**src/rtl/mem_arb_pkg.sv**
```systemverilog
// Shared types and constants for the CPU/loader RAM arbiter.
package mem_arb_pkg;

  typedef logic [1:0] state_t;

  localparam state_t IDLE   = 2'd0;
  localparam state_t ACCESS = 2'd1;
  localparam state_t WAIT   = 2'd2;
  localparam state_t DONE   = 2'd3;

  localparam logic REQ_CPU = 1'b0;
  localparam logic REQ_LDR = 1'b1;

  localparam int RAM_LAT_MIN = 1;
  localparam int RAM_LAT_MAX = 15;

  function automatic bit ram_lat_ok(input int lat);
    return (lat >= RAM_LAT_MIN) && (lat <= RAM_LAT_MAX);
  endfunction

endpackage

```
**src/rtl/mem_arb_select.sv**
```systemverilog
// Winner pick between CPU and loader requests.
// MEM_ARB_RR_EN: ties go to the requester not granted last; otherwise the loader wins ties.
module mem_arb_select
  import mem_arb_pkg::*;
(
  input  logic cpu_req,
  input  logic ldr_req,
  input  logic rr_last,
  output logic grant_valid,
  output logic grant_id
);

  always_comb begin
    grant_valid = cpu_req | ldr_req;
    grant_id    = ldr_req ? REQ_LDR : REQ_CPU;
`ifdef MEM_ARB_RR_EN
    if (cpu_req && ldr_req) begin
      grant_id = ~rr_last;
    end
`endif
  end

`ifndef MEM_ARB_RR_EN
  logic unused_rr_last;
  assign unused_rr_last = rr_last;
`endif

endmodule

```
**src/rtl/mem_arbiter.sv**
```systemverilog
// Shares one RAM between CPU core and program loader, one access in flight at a time.
// Build option MEM_ARB_RR_EN enables round-robin tie-breaking (default: loader-first).
module mem_arbiter
  import mem_arb_pkg::*;
#(
  parameter int AW      = 8,
  parameter int DW      = 8,
  parameter int RAM_LAT = 1
) (
  input  logic          clk_qzt,
  input  logic          reset,
  input  logic          cpu_req,
  input  logic          cpu_we,
  input  logic [AW-1:0] cpu_addr,
  input  logic [DW-1:0] cpu_wdata,
  output logic          cpu_ack,
  output logic [DW-1:0] cpu_rdata,
  input  logic          ldr_req,
  input  logic          ldr_we,
  input  logic [AW-1:0] ldr_addr,
  input  logic [DW-1:0] ldr_wdata,
  output logic          ldr_ack,
  output logic [DW-1:0] ldr_rdata,
  output logic [AW-1:0] ram_addr,
  output logic [DW-1:0] ram_wdata,
  output logic          ram_we,
  input  logic [DW-1:0] ram_rdata,
  output logic          cpu_hold,
  output logic          busy
);

  localparam int CW = 4;

  if (!ram_lat_ok(RAM_LAT)) begin : g_bad_lat
    $error("mem_arbiter: RAM_LAT must be within 1..15");
  end

  state_t          state_q, state_d;
  logic            winner_q, winner_d;
  logic            we_q, we_d;
  logic [AW-1:0]   addr_q, addr_d;
  logic [DW-1:0]   wdata_q, wdata_d;
  logic [CW-1:0]   cnt_q, cnt_d;
  logic [DW-1:0]   cpu_rdata_q, cpu_rdata_d;
  logic [DW-1:0]   ldr_rdata_q, ldr_rdata_d;
  logic            grant_valid, grant_id, rr_last;

  mem_arb_select u_select (
    .cpu_req     (cpu_req),
    .ldr_req     (ldr_req),
    .rr_last     (rr_last),
    .grant_valid (grant_valid),
    .grant_id    (grant_id)
  );

`ifdef MEM_ARB_RR_EN
  logic rr_last_q, rr_last_d;

  assign rr_last_d = (state_q == DONE) ? winner_q : rr_last_q;
  assign rr_last   = rr_last_q;

  always_ff @(posedge clk_qzt) begin
    if (reset) rr_last_q <= REQ_CPU;
    else       rr_last_q <= rr_last_d;
  end
`else
  assign rr_last = REQ_CPU;
`endif

  always_ff @(posedge clk_qzt) begin
    if (reset) begin
      state_q     <= IDLE;
      winner_q    <= REQ_CPU;
      we_q        <= 1'b0;
      addr_q      <= '0;
      wdata_q     <= '0;
      cnt_q       <= '0;
      cpu_rdata_q <= '0;
      ldr_rdata_q <= '0;
    end else begin
      state_q     <= state_d;
      winner_q    <= winner_d;
      we_q        <= we_d;
      addr_q      <= addr_d;
      wdata_q     <= wdata_d;
      cnt_q       <= cnt_d;
      cpu_rdata_q <= cpu_rdata_d;
      ldr_rdata_q <= ldr_rdata_d;
    end
  end

  // WAIT spans RAM_LAT cycles; its last cycle is where ram_rdata for the access is valid.
  always_comb begin
    state_d     = state_q;
    winner_d    = winner_q;
    we_d        = we_q;
    addr_d      = addr_q;
    wdata_d     = wdata_q;
    cnt_d       = cnt_q;
    cpu_rdata_d = cpu_rdata_q;
    ldr_rdata_d = ldr_rdata_q;
    case (state_q)
      IDLE: begin
        if (grant_valid) begin
          state_d  = ACCESS;
          winner_d = grant_id;
          we_d     = (grant_id == REQ_LDR) ? ldr_we    : cpu_we;
          addr_d   = (grant_id == REQ_LDR) ? ldr_addr  : cpu_addr;
          wdata_d  = (grant_id == REQ_LDR) ? ldr_wdata : cpu_wdata;
        end
      end
      ACCESS: begin
        state_d = WAIT;
        cnt_d   = CW'(RAM_LAT - 1);
      end
      WAIT: begin
        if (cnt_q == '0) begin
          state_d = DONE;
          if (!we_q) begin
            if (winner_q == REQ_LDR) ldr_rdata_d = ram_rdata;
            else                     cpu_rdata_d = ram_rdata;
          end
        end else begin
          cnt_d = cnt_q - 1'b1;
        end
      end
      DONE:    state_d = IDLE;
      default: state_d = IDLE;
    endcase
  end

  always_comb begin
    busy      = (state_q != IDLE);
    ram_addr  = addr_q;
    ram_wdata = wdata_q;
    ram_we    = (state_q == ACCESS) && we_q;
    cpu_ack   = (state_q == DONE) && (winner_q == REQ_CPU);
    ldr_ack   = (state_q == DONE) && (winner_q == REQ_LDR);
    cpu_rdata = cpu_rdata_q;
    ldr_rdata = ldr_rdata_q;
    cpu_hold  = ldr_req || (busy && (winner_q == REQ_LDR));
  end

endmodule

```
**config.mk**
```make
export PLATFORM = sky130hd
export DESIGN_NAME = mem_arbiter
export DESIGN_NICKNAME = d
export VERILOG_FILES = /design/src/rtl/mem_arb_pkg.sv /design/src/rtl/mem_arb_select.sv /design/src/rtl/mem_arbiter.sv
export SDC_FILE = /design/constraint.sdc
export NUM_CORES = 1
export LEC_CHECK = 0
export CAP_MARGIN = 20
export CORE_AREA = 4 4 73 75
export DETAILED_ROUTE_END_ITERATION = 7
export DIE_AREA = 0 0 77 79
export MAX_ROUTING_LAYER = met4
export PLACE_DENSITY_LB_ADDON = 0.08
export SYNTH_ARGS = -nofsm -noshare
export SYNTH_HDL_FRONTEND = slang
export SYNTH_HIERARCHICAL = 1
export SYNTH_SLANG_ARGS = --single-unit
```
**constraint.sdc**
```tcl
create_clock -name clk_qzt -period 1.8 [get_ports clk_qzt]
set_input_delay 0.18 -clock clk_qzt [delete_from_list [all_inputs] [get_ports clk_qzt]]
set_output_delay 0.18 -clock clk_qzt [all_outputs]
set_load 0.02 [all_outputs]
```
======== Word level (Yosys, flattened, before mapping) ========
Index checks and enable logic that the tools add are counted.
storage, ports and cells
  bits in registers ....................... 40
  bits of input ports ..................... 46
  output and inout port bits .............. 37
  logic and storage cells ................. 41
cells by class
  add/sub/neg operators ................... 1
  equal/unequal tests ..................... 6
  muxes and demuxes ....................... 9
  bitwise operators ....................... 3
  reductions and logical operators ........ 14
operators by type and width
  operator                                          number
  2-to-1 mux 8 bit                                  2
  one-hot mux 2 bit (4 select lines)                1
  one-hot mux 4 bit (2 select lines)                1
  AND reduction 4 bit                               2
  != test 2 bit, second input constant              3
  AND reduction 2 bit                               3
  == test 2 bit, second input constant              2
  logical AND 1 bit                                 4
  logical NOT 4 bit                                 1
  2-to-1 mux 2 bit                                  2
  2-to-1 mux 4 bit                                  1
  nonzero test 2 bit                                2
  subtractor 4 x 1 -> 4 bit, second input constant  1
  == test 2 x 1 -> 1 bit, second input constant     1
  logical NOT 2 bit                                 1
  2-to-1 mux 1 bit                                  2
  inverter 1 bit                                    2
  logical OR 1 bit                                  1
  bitwise OR 1 bit                                  1

======== Depth between registers and ports, before layout ========
Gate-level depths: netlist (run 1).
  word-level depth ........................ 3
  mapped depth ............................ 7
  gate-level depth less buffers ........... 5

======== Modules after synthesis ========
Netlist (run 1), hierarchy kept.
modules (own cells, without submodules)
  module          times used  cells an instance  area each (µm²)  sequential area each (µm²)
  mem_arbiter     1           193                1829.3           800.8
  mem_arb_select  1           2                  13.8             0.0

======== Least setup slack after synthesis (run 1) ========
OpenSTA, ideal clock, no wires.
  path kind ............................... register to register
  start ................................... register cnt_q[0]
  end ..................................... register cnt_q[0]
  setup time .............................. 121 ps
  arrival ................................. 1315 ps
  required time ........................... 1679 ps
  path slack .............................. 364 ps
  stages on the path, launching flop included .. 6
  buffers on the path ..................... 0
  period minus slack after synthesis ...... 1436 ps
  path through ............................ dfxtp_1 inv_1 ha_1 or3b_4 nand2_1 mux2_2
between the ends
  cells in the longest elaborated chain, start to end .. 3
  elaborated cells on any way between the ends .. 6
  classes of those cells .................. add/sub (1); eq/ne (1); mux (2); reduce/logical (2)
ends and longest elaborated chain
  what                                                                              RTL line                                RTL
  start, declared                                                                   mem_arbiter.sv:43                       logic [CW-1:0] cnt_q, cnt_d;
  start signal, assigned                                                            mem_arbiter.sv:86                       cnt_q <= cnt_d;
  subtractor 4 x 1 -> 4 bit / logical NOT 4 bit (equally long branches)             mem_arbiter.sv:124, mem_arbiter.sv:117
  2-to-1 mux 4 bit / != test 2 bit (equally long branches)                          -
  one-hot mux 4 bit (2 select lines) / AND reduction 2 bit (equally long branches)  -
Parallel ways exist; a longest one is shown, timed or not. The select of a mux whose other input is x is not followed.
A chain may end at the register's enable or synchronous reset.

======== Worst setup path after layout (run 1) ========
  start ................................... register state_q[0]
  end ..................................... output port cpu_hold
between the ends
  cells in the longest elaborated chain, start to end .. 3
ends and longest elaborated chain
  what                    RTL line            RTL
  start, declared         mem_arbiter.sv:38   state_t state_q, state_d;
  start signal, assigned  mem_arbiter.sv:81   state_q <= state_d;
  nonzero test 2 bit      mem_arbiter.sv:133  busy = (state_q != IDLE);
  logical AND 1 bit       mem_arbiter.sv:141  cpu_hold = ldr_req || (busy && (winner_q == REQ_LDR));
  logical OR 1 bit        mem_arbiter.sv:141
  end, declared           mem_arbiter.sv:28   output logic cpu_hold,
No other way between the ends.

==> results by stage, run 1 <==
Clock tree:
- The register clock-pin slew on the reported worst setup and hold paths is 0.08 ns.
- CTS built an H-tree with a depth of 2.
- For this design, the sink count on the clock tree is 40.
- The clock reaches the later pin of the worst-skew pair after 0.29 ns.
- The clock root buffer master is clkbuf_8.
- The number of clock buffers added by TritonCTS is 5.
- In this run, post-CTS hold repair placed 0 buffers.
- TritonCTS built the clock tree.
- In this run the deepest clock path goes through 2 buffers.

Hold path:
- The worst hold path class is reg2reg.
- The worst hold path begins at cpu_rdata[7].
- The cell depth of the worst min-delay path is 2.
- The worst-case hold path end point is cpu_rdata[7].

Yosys:
- The synthesized area per cell is 9.48 sq um.
- Synthesis handed over a netlist of 194 instances.
- Yosys printed 6 warnings.
- Counting every net in the synthesized netlist gives 246.
- The cell area after synthesis is 1840 sq um.

Worst setup path:
- The data required time of the critical path is 1.62 ns.
- The worst-case reg-to-reg path depth is 5.
- The startpoint identified for the worst register-to-register timing path is cnt_q[0].
- The number of buffer and inverter stages on the critical path is 3.
- For the worst setup path, the data arrival time is 1.51 ns.
- The setup path with the least slack is of type reg2out.
- STA classifies the critical path endpoint as an output pin.
- The kind of cell with the highest combined delay along the critical path is buffers and inverters.
- The most numerous cell on the critical path is inv_1.
- The terminus of the critical flop-to-flop path is cnt_q[1].
- On the critical path, the stage with the largest delay is an instance of dfxtp_1.
- For this run, the slowest stage of the critical path takes 0.39 ns.
- The critical path goes through inv_1 -> ha_1 -> inv_1 -> a21o_1 -> dlygate4sd2_1.
- The maximum fanout count along the critical path is 4.
- The kind of start point of the critical path is a register.
- Across all register-to-register paths, the minimum setup slack is 0.25 ns.

STA:
- The worst-case headroom to the max-slew limit is 71.2%.
- The worst-margin pin slew is 0.431 ns.
- The tightest hold path in the finished design has a slack of 0.460 ns.
- On the final layout, the worst clock skew is 0.00717 ns.
- The max-slew violation count came to 0.
- The final number of hold-violating endpoints is 0.
- The count of final setup violators is 0.
- Timing would allow up to 0.593 GHz.
- The final clock period utilization by the worst path is 93.8%.
- The total negative slack is 0 ns.
- Setup repair after global routing left no endpoint under its margin.
- The minimum period implied by the final worst setup slack is 1.69 ns.

Power:
- The switching power total is 1.18 mW.
- The maximum vdd ir drop is 677 uV.
- The power share of the sequential group is 34.9%.
- The ratio of total power to cell area is 1220 nW/um^2.
- The internal portion of the total power is 2.27 mW.
- The clock network fraction of total power is 22.1%.
- Summed over all cells, the static leakage comes to 1.23 nW.
- The combinational fraction of design power is 43.0%.
- The switching share of total power is 34.2%.

Floorplan:
- The vertical die dimension is 79 um.
- The count of boundary I/O pins is 83.
- After floorplanning, the core was sized to cover 4660 sq um.
- The site row count is 25.
- The die is 77 um wide.
- The starting density of the core is 39.5%.
- The overall die area is 6080 sq um.

Run status:
- The run finished with clean final reports.

Detailed routing:
- The via total after detailed routing is 1584.
- The iteration count of the initial detailed-routing pass is 4.
- The number of routed nets with antenna violations is 0.
- The routed design has 4120 um of wire.
- The DRC marker count from the first detailed-route iteration is 53.
- Dividing the detail-routed via count by the number of cells gives 4.80.
- The average wire length per cell after detail routing is 12.5 um.
- The detailed-route DRC error count is 0.

Layout:
- The final net count is 327.
- The number of antenna diodes in the final layout is 0.
- The area growth from synthesis to layout is 53.9%.
- Cells fill 60.8% of the core in the end.
- The number of fill cells is 423.
- The fraction of layout cells with a size suffix above 1 is 6.88%.

Global route:
- Entering global routing, the biggest net connects 36 pins.
- The first-pass GRT wire length is 6940 um.
- Global routing used 14.5% of the available tracks across all layers.
- The global-route congestion overflow total is 0.
- The initial antenna violation count is 0.
- The number of global-route vias before repair was 1607.

Placed design:
- The final estimated routing congestion in global placement is 0.763.
- The placed wire-length estimate is 3200 um.
- The number of I/O port buffers is 82.

Job:
- The tool flagged a number of max-cap violations equal to 0.
worst max path at each step:
stage,from,to,slack (ns),cells past startpoint
final,state_q[0],cpu_hold,0.11,5
after global routing,state_q[0],cpu_hold,0.005,5
after CTS,state_q[0],cpu_ack,0.03,3
after detailed placement,state_q[0],cpu_hold,0.14,5
after global placement,state_q[0],cpu_hold,0.18,5
after floorplan,cnt_q[0],cnt_q[0],0.36,5
tightest hold or removal path: stages (launching register included):
cell,delay (ns)
dfxtp_1,0.31
nand2_1,0.05
mux2i_1,0.05
cell usage in the layout (no fill, tap or decap), types with 2 or more instances in the layout:
| cell type | instances |
|---|---|
| nand3_1 | 3 |
| clkbuf_8 | 6 |
| buf_4 | 3 |
| nor2_1 | 21 |
| ha_1 | 6 |
| a21oi_1 | 2 |
| clkdlybuf4s50_1 | 77 |
| nor3_1 | 3 |
| dlymetal6s2s_1 | 2 |
| and3b_1 | 2 |
| dlygate4sd2_1 | 3 |
| mux2_2 | 2 |
| mux2i_1 | 36 |
| and2_1 | 3 |
| nand2_1 | 29 |
| inv_1 | 5 |
| nor2b_1 | 2 |
| dfxtp_1 | 40 |
| buf_12 | 2 |
| a211oi_1 | 17 |
sequential cells by signal, indices dropped and copies added (netlist names):
signal,flops
cnt_q,4
cpu_rdata,8
ldr_rdata,8
ram_addr,8
ram_wdata,8
state_q,2
we_q,1
winner_q,1
repair_timing:
action                                 4_1_cts  5_1_grt
setup buffers                                0        0
setup endpoints to repair                    3        2
gates resized for setup                      3        2
endpoints found under the hold margin        0        0
final cells by class:
| class | instances | area (sq um) | area share, % |
|---|---|---|---|
| Timing Repair Buffer | 87 | 885 | 31.2 |
| Clock buffer | 6 | 82.6 | 2.92 |
| Tap cell | 54 | 67.6 | 2.39 |
| Sequential cell | 40 | 801 | 28.3 |
| Multi-Input combinational cell | 135 | 935 | 33.0 |
| Clock inverter | 2 | 38.8 | 1.37 |
| Inverter | 6 | 22.5 | 0.795 |
power groups by stage:
stage	sequential, mW	combinational (mW)	clock (mW)
after floorplan	1.41	0.676	0
after global placement	1.22	1.51	0
after detailed placement	1.22	1.52	0
after CTS	1.20	1.51	0.785
after global routing	1.23	1.64	0.825
final	1.20	1.48	0.762
metrics by stage:
step | cells | cell area, sq um | power, mW | setup WS [ns]
final | 330 | 2830 | 3.45 | 0.112
after floorplan | 194 | 1840 | 2.09 | 0.364
after global placement | 322 | 2710 | 2.73 | 0.176
after CTS | 330 | 2830 | 3.50 | 0.0300
after global routing | 330 | 2830 | 3.69 | 0.00518
after detailed placement | 322 | 2710 | 2.74 | 0.140
routing by layer:
metal	GRT usage, %	share of wire, %	vias up
met5	-	0	-
met4	5.69	1.5	0
met3	5.67	8.8	6
met2	24.7	46	60
met1	15.2	44	689
li1	-	-	829
Note: power is estimated with default switching activity, not from simulation.
==> run 2: changes to the inputs <==
CORE_AREA = 2 2 70 72   (was 4 4 73 75)
DIE_AREA = 0 0 72 74   (was 0 0 77 79)
SYNTH_HIERARCHICAL = default   (was 1)
==> run 2 against run 1 <==
  * Non-clock buffer count increased by 2
  * Largest power group unchanged
  * Cell count is the same
  * Power down 2.1%
  * First-iteration DRC count down 3.8%
  * Wire length shrank 0.36%
==> results by stage, run 2 <==
Run status:
- The flow ran to the end, and the final reports show no timing, DRC or antenna violations.

Floorplan:
- The vertical die dimension is 74 um.
- The floorplan has 25 rows.
- The die covers 5330 sq um.
- The count of boundary I/O pins is 83.
- The core area is 4600 sq um.
- The width of the die is 72 um.
- The starting density of the core is 40.6%.

Yosys:
- The main combinational cell family by area after synthesis is simple AND/OR/NAND/NOR gates.
- The sequential share of the synthesized area is 42.9%.
- The area share of the largest cell type after synthesis is 42.9%.
- The cell type with the largest total area after synthesis is dfxtp_1.
- The cell count after synthesis is 192.
- Counting instances in the post-synthesis netlist gives the leading cell types as 40 x dfxtp_1, 34 x mux2i_1, 26 x nand2b_1, 25 x nor2_1, 17 x a211oi_1.
- By area the synthesized netlist is led by dfxtp_1 43%, mux2i_1 18%, nand2b_1 8.7%.
- The number of nets handed over by synthesis was 243.
- Of the total synthesized cell area, the portion taken by AND, OR, NAND and NOR gates is 18.8%.
- Yosys mapped a number of flops with a built-in enable equal to 0.
- The share of async-settable or async-resettable flops after synthesis is 0%.
- The synthesized area per cell is 9.73 sq um.
- dfxtp_1 is the most common cell in the netlist.
- Synthesis inferred 40 register bits.
- The yosys synthesis warning count is 0.
- The adder and majority gate portion of the synthesized area is 3.35%.
- The number of different library cells used by synthesis comes to 30.
- The post-synthesis compound-gate area fraction is 11.9%.
- The cell area after synthesis is 1870 sq um.
- The synthesized-area fraction occupied by xor and xnor cells is 0%.
- For this run, the leading register cell type out of synthesis is dfxtp_1.
- In the synthesized netlist, mux cells make up 18.2% of the area.

Worst setup path:
- The destination of the critical timing path is cpu_hold.
- The critical register-to-register path startpoint is cnt_q[0].
- STA puts the critical path data arrival time at 1.45 ns.
- The worst register-to-register path has a setup slack of 0.19 ns.
- The startpoint of the most critical setup path is state_q[0].
- The worst-case reg-to-reg path depth is 5.
- The data required time of the critical path is 1.62 ns.
- The worst setup path is captured at an output pin.
- The maximum fanout count along the critical path is 3.
- The worst setup path category is reg2out.
- The terminus of the critical flop-to-flop path is cpu_rdata[7].
- The worst setup path is launched from a register.

STA:
- Counting I/O delays and the setup requirement, the final critical path takes 1.63 ns.
- The max-slew violation count is 0.
- The final clock period utilization by the worst path is 90.5%.
- The worst-case headroom to the max-slew limit is 68.5%.
- The clock arrives with 0.00491 ns of skew.
- The total negative slack is 0 ns.
- Setup violations remaining at the end of the flow were counted as 0.
- At the pin with the least slew margin, the transition time is 0.473 ns.
- Setup repair after global routing left no endpoint under its margin.
- The achievable clock frequency is 0.614 GHz.
- The final number of hold-violating endpoints is 0.

Global route:
- The initial antenna violation count is 0.
- The largest net degree at the start of global routing is 52.
- The first global-routing pass estimated 6660 um of wire.
- The number of global-route vias before repair is 1548.
- The overall track demand over capacity in global routing is 16.7%.
- The global-route congestion overflow total is 0.

Power:
- In this run the static leakage power is 1.19 nW.
- Dividing total power by cell area gives a power density of 1190 nW/um^2.
- The maximum vdd ir drop is 584 uV.

Placed design:
- The placed wire-length estimate is 3060 um.
- At the end of routability-driven placement, the weighted congestion stood at 0.771.
- Input and output buffers added on the ports amount to 82.
- The cell area reported after detailed placement is 2750 sq um.

Layout:
- The total area of multi-input combinational cells is 975 sq um.
- The area growth from synthesis to layout is 52.1%.
- In the final layout, the share of cells above drive strength 1 is 6.52%.
- The cell area after layout is 2840 sq um.
- The final net count is 326.
- In the layout the commonest cells are 77 x clkdlybuf4s50_1, 40 x dfxtp_1, 34 x mux2i_1.
- The antenna diode count is 0.
- The filler cells instantiated in the layout total 413.
- The final cell utilization of the core is 61.8%.
- The library cell used most frequently in the layout, excluding fill and tap cells, is clkdlybuf4s50_1.
- The storage element area is 801 sq um.

Clock tree:
- The clock tree from TritonCTS is yes.
- Counting the buffers created by CTS gives 5.
- Clock-pin slew was measured on the worst setup and hold paths at 0.07 ns.
- For the worst-skew pair, the clock arrives at the later sink with an insertion delay of 0.29 ns.
- The number of H-tree levels is 2.
- The root buffer cell chosen for the clock tree is clkbuf_8.
- For this design, the sink count on the clock tree is 40.
- The clock tree buffer depth is 2.
- The number of setup buffers added after CTS is 0.

Job:
- Max-cap violations in this run came to 0.

Detailed routing:
- In the final routed layout, each cell accounts on average for 12.4 um.
- The detailed router placed 1586 vias in this run.
- Dividing the detail-routed via count by the number of cells gives 4.81.
- The routed design has 4110 um of wire.
- The first TritonRoute pass finished after 4 iterations.
- For this run, design rule violations remaining after detail routing come to 0.
- The detail route stage leaves a number of antenna-violating nets equal to 0.
- In this run, the number of DRC markers left after iteration 0 of detailed routing was 51.

Hold path:
- The worst hold path belongs to the class reg2reg.
run 2: worst min-delay path by stage:
stage                    to          from  cells after the start  slack (ns)
4_1_cts        cpu_rdata[6]  ram_rdata[6]                      3        0.47
2_1_floorplan  ldr_rdata[0]  ram_rdata[0]                      2        0.36
5_1_grt        cpu_rdata[6]  ram_rdata[6]                      3        0.49
3_3_place_gp   cpu_rdata[0]  cpu_rdata[0]                      2        0.46
3_5_place_dp   cpu_rdata[5]  cpu_rdata[5]                      2        0.46
6_report       ldr_rdata[5]  ldr_rdata[5]                      2        0.47
run 2: power by group:
part	total, mW	internal [mW]	switching [mW]
Clock	0.609	0.306	0.303
Combinational	1.54	0.746	0.796
Sequential	1.22	1.10	0.124
run 2: cells by family (layout without fill, tap and decap cells):
logic type               count (synthesis)  after routing
multiplexers                            34             34
adder cells (fa/ha/maj)                  5              5
AND/OR/NAND/NOR                         65             65
AO/OA/AOI/OAI                           30             30
buffers and inverters                   18            102
flip-flops                              40             40
run 2: layer usage:
layer	global-route usage [%]	up-vias	wire length, um
li1	-	834	-
met1	19.4	688	1890
met2	26.9	59	1870
met3	6.23	5	291
met4	5.66	0	54
met5	-	-	0
run 2: cell type report:
cell class              instances  share of cell area [%]
repair buffers                 89                    31.2
clock inverters                 2                   0.352
clock buffers                   6                    2.91
multi-input cells             134                    34.3
inverters                       5                   0.661
well taps                      54                    2.38
flip-flops and latches         40                    28.2
run 2: timing repair:
item,in CTS,in global routing
hold buffers,0,0
setup endpoints to repair,3,2
pin swaps,0,0
gates resized for setup,3,2
hold endpoints to repair,0,0
run 2: worst max-delay path, stage by stage, from the launching register on:
cell and delay, ns:
dfxtp_1 0.36, inv_1 0.09, ha_1 0.22, inv_1 0.07
a21o_1 0.11, dlygate4sd2_1 0.32
run 2: metrics by stage:
stage	worst slack (ns)	instances	hold WS, ns	power, mW
after floorplan	0.304	192	0.356	2.18
after global placement	0.214	322	0.463	2.81
after detailed placement	0.195	322	0.463	2.82
after CTS	0.00865	330	0.470	3.43
after global routing	0.0498	330	0.486	3.60
final	0.171	330	0.474	3.37
